[src/rtl/hazard_detection_unit.sv]
// Pipeline hazard control: load-use stall, taken-branch flush and data-memory wait freeze,
// with saturating stall/flush event counters.
module hazard_detection_unit (
    input  logic        clk_i,
    input  logic        rst_i,
    input  logic        ID_EX_MemRead_i,
    input  logic [4:0]  ID_EX_Rt_i,
    input  logic [4:0]  IF_ID_Rs_i,
    input  logic [4:0]  IF_ID_Rt_i,
    input  logic        IF_ID_UseRt_i,
    input  logic        Branch_taken_i,
    input  logic        Dmem_wait_i,
    output logic        PC_Write_o,
    output logic        IF_ID_Write_o,
    output logic        Pipe_Freeze_o,
    output logic        IF_ID_Flush_o,
    output logic        ID_EX_Flush_o,
    output logic        EX_MEM_Flush_o,
    output logic [1:0]  state_o,
    output logic [15:0] stall_cnt_o,
    output logic [15:0] flush_cnt_o
);

    typedef enum logic [1:0] {
        ST_RUN        = 2'd0,
        ST_LOAD_STALL = 2'd1,
        ST_MEM_WAIT   = 2'd2,
        ST_RSVD       = 2'd3
    } state_t;

    state_t      state_q, state_d, nxt_s;
    logic [15:0] stall_cnt_q, stall_cnt_d;
    logic [15:0] flush_cnt_q, flush_cnt_d;
    logic        hazard_s;
    logic        h_en_s;

    // Load-use hazard; r0 is never a real dependency.
    assign hazard_s = ID_EX_MemRead_i & (ID_EX_Rt_i != 5'd0) &
                      ((ID_EX_Rt_i == IF_ID_Rs_i) | (IF_ID_UseRt_i & (ID_EX_Rt_i == IF_ID_Rt_i)));
    assign h_en_s   = (state_q != ST_LOAD_STALL);

    // Control outputs and next state; a memory wait in any state freezes and lands in MEM_WAIT.
    always_comb begin
        PC_Write_o     = 1'b1;
        IF_ID_Write_o  = 1'b1;
        Pipe_Freeze_o  = 1'b0;
        IF_ID_Flush_o  = 1'b0;
        ID_EX_Flush_o  = 1'b0;
        EX_MEM_Flush_o = 1'b0;
        nxt_s          = ST_RUN;
        if (rst_i) begin
            PC_Write_o     = 1'b0;
            IF_ID_Write_o  = 1'b0;
            IF_ID_Flush_o  = 1'b1;
            ID_EX_Flush_o  = 1'b1;
            EX_MEM_Flush_o = 1'b1;
            nxt_s          = ST_RUN;
        end else if (Dmem_wait_i) begin
            PC_Write_o    = 1'b0;
            IF_ID_Write_o = 1'b0;
            Pipe_Freeze_o = 1'b1;
            nxt_s         = ST_MEM_WAIT;
        end else if (Branch_taken_i) begin
            IF_ID_Flush_o  = 1'b1;
            ID_EX_Flush_o  = 1'b1;
            EX_MEM_Flush_o = 1'b1;
            nxt_s          = ST_RUN;
        end else if (hazard_s && h_en_s) begin
            PC_Write_o    = 1'b0;
            IF_ID_Write_o = 1'b0;
            ID_EX_Flush_o = 1'b1;
            nxt_s         = ST_LOAD_STALL;
        end else begin
            nxt_s = ST_RUN;
        end
        // The unused encoding behaves as RUN but always recovers to RUN.
        state_d = (state_q == ST_RSVD) ? ST_RUN : nxt_s;
    end

    // Saturating event counter next values.
    always_comb begin
        stall_cnt_d = stall_cnt_q;
        flush_cnt_d = flush_cnt_q;
        if (!PC_Write_o && (stall_cnt_q != 16'hFFFF)) begin
            stall_cnt_d = stall_cnt_q + 16'd1;
        end else begin
            stall_cnt_d = stall_cnt_q;
        end
        if (EX_MEM_Flush_o && (flush_cnt_q != 16'hFFFF)) begin
            flush_cnt_d = flush_cnt_q + 16'd1;
        end else begin
            flush_cnt_d = flush_cnt_q;
        end
    end

    // State and counter registers with synchronous reset.
    always_ff @(posedge clk_i) begin
        if (rst_i) begin
            state_q     <= ST_RUN;
            stall_cnt_q <= 16'd0;
            flush_cnt_q <= 16'd0;
        end else begin
            state_q     <= state_d;
            stall_cnt_q <= stall_cnt_d;
            flush_cnt_q <= flush_cnt_d;
        end
    end

    assign state_o     = state_q;
    assign stall_cnt_o = stall_cnt_q;
    assign flush_cnt_o = flush_cnt_q;

endmodule
[config.mk]
export PLATFORM = sky130hd
export DESIGN_NAME = hazard_detection_unit
export DESIGN_NICKNAME = d
export VERILOG_FILES = /design/src/rtl/hazard_detection_unit.sv
export SDC_FILE = /design/constraint.sdc
export NUM_CORES = 1
export LEC_CHECK = 0
export CAP_MARGIN = 10
export CORE_UTILIZATION = 40
export DETAILED_ROUTE_END_ITERATION = 10
export PLACE_DENSITY = 0.71
export SYNTH_ARGS = -nofsm -noshare
export SYNTH_HDL_FRONTEND = slang
export SYNTH_SLANG_ARGS = --single-unit
[constraint.sdc]
create_clock -name clk_i -period 4.9 [get_ports clk_i]
set_input_delay 0.49 -clock clk_i [delete_from_list [all_inputs] [get_ports clk_i]]
set_output_delay 0.49 -clock clk_i [all_outputs]
set_load 0.01 [all_outputs]
[After elaboration in Yosys (flattened, before gate mapping)]
Cells that the tools add are included.
Word-level totals
  memories kept: 0
  input port bits: 21
  bits in read-only memories: 0
  bits in registers: 34
  output and inout bits: 40
  RAM bits: 0
  word-level logic and storage cells: 39
  latch bits: 0
Operators by class
  add/sub/neg operators: 2
  mux-type cells: 16
  magnitude comparators: 0
  multipliers: 0
  bitwise operators: 4
  reductions and logical operators: 7
  div/mod/pow operators: 0
  equality and inequality tests: 6
  shifts and indexed selects: 0
Operator list (number)
  adder 16 x 1 -> 16 bit (second input constant): 2
  inequality test 16 bit (second input constant): 2
  two-way mux 1 bit: 15
  == test 5 bit: 2
  nonzero test 5 bit: 1
  OR reduction 4 bit: 1
  AND 1 bit: 3
  logical AND 1 bit: 3
  == test 2 bit (second input constant): 1
  two-way mux 2 bit: 1
  inequality test 2 x 1 -> 1 bit (second input constant): 1
  OR reduction 2 bit: 1
  logical NOT 1 bit: 1
  OR 1 bit: 1

[Logic depth before layout (Yosys ltp)]
  depth in word-level cells: 11
  gate-level depth with buffers: 8
  gate-level depth less buffers: 7

[Least setup slack after synthesis]
Ideal clock, no wire load.
  path type: in2out
  start: input port ID_EX_Rt_i[1]
  end: output port PC_Write_o
  stages: 6
  slack: 2.533 ns
  arrival time: 1.877 ns
  data required time: 4.410 ns
  path buffers: 2
  path through: or4_1 o221ai_1 o31ai_4 inv_2 buf_2 buf_4
On the way
  cells in the longest elaborated chain, start to end: 9
  elaborated cells between the ends (all ways): 12
  those cells by class: eq/ne (2); mux (4); bitwise (4); reduce/logical (2)
Ends and longest elaborated chain
  from (decl): RTL line 7  | input logic [4:0] ID_EX_Rt_i,
  == test 5 bit: RTL line 39  | ((ID_EX_Rt_i == IF_ID_Rs_i) | (IF_ID_UseRt_i & (ID_EX_Rt_i == IF_ID_Rt_i)));
  AND 1 bit: RTL line 39
  OR 1 bit: RTL line 39
  AND 1 bit *: RTL line 38  | assign hazard_s = ID_EX_MemRead_i & (ID_EX_Rt_i != 5'd0) &
  logical AND 1 bit *: RTL line 68  | end else if (hazard_s && h_en_s) begin
  two-way mux 1 bit * (4 in series)
  to (decl): RTL line 13  | output logic PC_Write_o,
Mark *: on every way between the ends. The rest lies on a longest branch, timed or not.

[Final worst setup path]
  start: input port ID_EX_Rt_i[1]
  end: output port IF_ID_Write_o
On the way
  cells in the longest elaborated chain, start to end: 9
  elaborated cells between the ends (all ways): 12
  those cells by class: eq/ne (2); mux (4); bitwise (4); reduce/logical (2)
Ends and longest elaborated chain
  == test 5 bit: RTL line 39
  AND 1 bit: RTL line 39
  OR 1 bit: RTL line 39
  AND 1 bit *: RTL line 38
  logical AND 1 bit *: RTL line 68
  two-way mux 1 bit *: RTL line 68
  two-way mux 1 bit *: RTL line 63  | end else if (Branch_taken_i) begin
  two-way mux 1 bit *: RTL line 58  | end else if (Dmem_wait_i) begin
  two-way mux 1 bit *: RTL line 51  | if (rst_i) begin
  to (decl): RTL line 14  | output logic IF_ID_Write_o,
Marked as above.

==> metrics <==
Placer Congestion 0.7149; GR Overflow Total 0; ys async rst share 0%; clk_lat worst skew 290 ps; fin cells around 330; largest net degree at the start of global routing 44; DRC violations left 0; worst path cell trace clkdlybuf4s50_1 > or4_1 > o221ai_1 > o31ai_4 > inv_2 > clkdlybuf4s50_1; Area contributors post-synth dfxtp_1 (36%), xor2_1 (6.1%), nor2_1 (4.8%); Starting DRT DRC Count 59; top sig layer met4; leading area contributor after synthesis dfxtp_1; initial antenna violation count 0; Hold Fails Final Rpt 0; Hold Path Class register to register; Initial Utilization 42.32%; number of global-route vias before repair 1539; Met1 Routed Length 2.044 mm; Ports 61; Worst setup SP type input port; Commonest cells post-synth dfxtp_1 (34), nor2_1 (24), xor2_1 (13); crit path capture type primary output; pwr dens 223.6 nW/um^2; Synth warnings 0; Rel. slew slack 56.58%; Hold Buf Count CTS 0; crit-path max FO 21; Layout Nets about 300; crit path time final 3395 ps; wire length per cell 12.69 um; top-count cell post-synth dfxtp_1; final wirelength around 4.1 mm; Diodes inserted 0; setup violators final 0; Final HPWL DP about 3.0 mm; die footprint 4948 sq um; # clock sinks 34; 1st-pass router iterations 4; slowest stage cell, crit path clkdlybuf4s50_1; post-CTS setup buffers 0; Die W 70.34 um; clk slew on worst S/H paths 70 ps; CTS max path bufs 2; TritonCTS clock tree yes; Mean Syn Cell Area 8.608 sq um; Detail Route Antenna Nets 0; Pleak 0.8955 nW; Placed Cells between 300 and 400; CP Data Arrival Time 2900 ps; RSZ-0062 raised after global routing no; Worst Path Required 4410 ps; Design Power 0.0005777 W; post_cts resized 0; post-synth top area share a little over a third; met3 WL post-DR ~180 um; Syn Nets 240; PortBufs 60; kind of critical path input port to primary output; clock root buffer clkbuf_8; maximum VDD drop 0.0001581 V; synth-to-layout area growth 38.31%; Seq/Total Area, Yosys 36.44%; drt via density 5.376; flops & latches, synth 34; layout cell share with drive strength beyond 1 7.273%; Final Skew between 4 and 5 ps; outcome completed; Synth Instances 217; total global-route track usage 17.06%; max-slew violation count 0; max cap viols 0; Cell variety after synth 43; number of synthesized flops with an enable pin 0; CORE AREA 4414 sq um; Fillers 418; Die Ht 70.34 um; Slew @ Worst Pin ~650 ps; synthesized area 1868 sq um; CP max stage delay 600 ps; Tcrit/Tclk final 69.29%; most frequent CP cell clkdlybuf4s50_1; num rows 24; maximum clock rate 294.6 MHz; first-pass GRT wire length 6.837 mm; TritonCTS buffer count 5; setup TNS 0 ps; H-tree Lvls 2; metal2 WL 1.867 mm; Main synth FF type dfxtp_1; Vias 1758
[layer usage]
layer,track usage [%],vias to the layer above
li1,-,897
met1,21.66,815
met2,27.83,40
met3,3.030,6
met4,8.000,0
met5,0,-
[logic make-up (layout without fill, tap and decap cells)]
family	count (synthesis)	count (layout)	share of synthesized area, %
xor gates and xnor gates	20	20	9.377
AOI/OAI and AO/OA	34	34	12.66
and+or+nand+nor	96	96	29.54
muxes	9	9	5.358
adders and majority gates	2	2	1.339
DFF	34	34	36.44
buffers and inverters	22	80	5.291
[power by group]
part	internal (W)	switching (W)	total, W
Sequential	0.000281	0.00000550	0.000287
Clock	0.000113	0.000103	0.000216
Combinational	0.0000410	0.0000340	0.0000749
[per-stage QoR]
stage | hold slack, ps | instance area [sq um] | utilization (%) | setup WS, ps
floorplan | 503.8 | 1868 | - | 2533
global placement | 483.7 | 2492 | 56.46 | 1510
detailed placement | 495.5 | 2492 | 56.46 | 1491
CTS | 507.3 | 2584 | 58.53 | 1493
global route | 528.6 | 2584 | 58.53 | 1343
finish | 505.8 | 2584 | 58.53 | 1505
[worst max-delay path: cells and delay by family]
family	cells	cell delay, ps
AND/OR/NAND/NOR	1	540
AO/OA/AOI/OAI	2	530
buffers and inverters	3	1330
[worst paths after layout]
path | to | start | slack (ps) | depth (start not counted)
setup reg to reg | stall_cnt_o[10]$_SDFFE_PP0P_ | stall_cnt_o[0]$_SDFFE_PP0P_ | 2590 | 6
hold / removal | stall_cnt_o[15]$_SDFFE_PP0P_ | stall_cnt_o[15]$_SDFFE_PP0P_ | 510 | 2
hold reg to reg | stall_cnt_o[15]$_SDFFE_PP0P_ | stall_cnt_o[15]$_SDFFE_PP0P_ | 510 | 2
setup / recovery | IF_ID_Write_o | ID_EX_Rt_i[1] | 1510 | 6
[cell usage in the layout, fill, tap and decap left out, drive strengths merged, types with 6 or more instances in the layout]
master	n
nor4	6
clkbuf	7
clkdlybuf4s50	60
or4	6
and4	6
nor2	24
o21ai	6
o31ai	6
xor2	13
inv	10
nand4	6
nand2	10
xnor2	7
dfxtp	34
a21oi	11
mux2	8
nand3	8
nor2b	8
[registers in the layout, summed over array words and instances (netlist names)]
name / count
flush_cnt_o: 16
state_o: 2
stall_cnt_o: 16
[layout make-up]
cell class | count | area (sq um) | area share, %
flip-flops and latches | 34 | 680.7 | 26.34
multi-input cells | 161 | 1094 | 42.32
repair buffers | 62 | 615.6 | 23.83
clock inverters | 1 | 5.005 | 0.1937
clock buffers | 7 | 86.33 | 3.341
well taps | 52 | 65.06 | 2.518
inverters | 10 | 37.54 | 1.453
No activity file was read; power rests on OpenSTA's default activity.
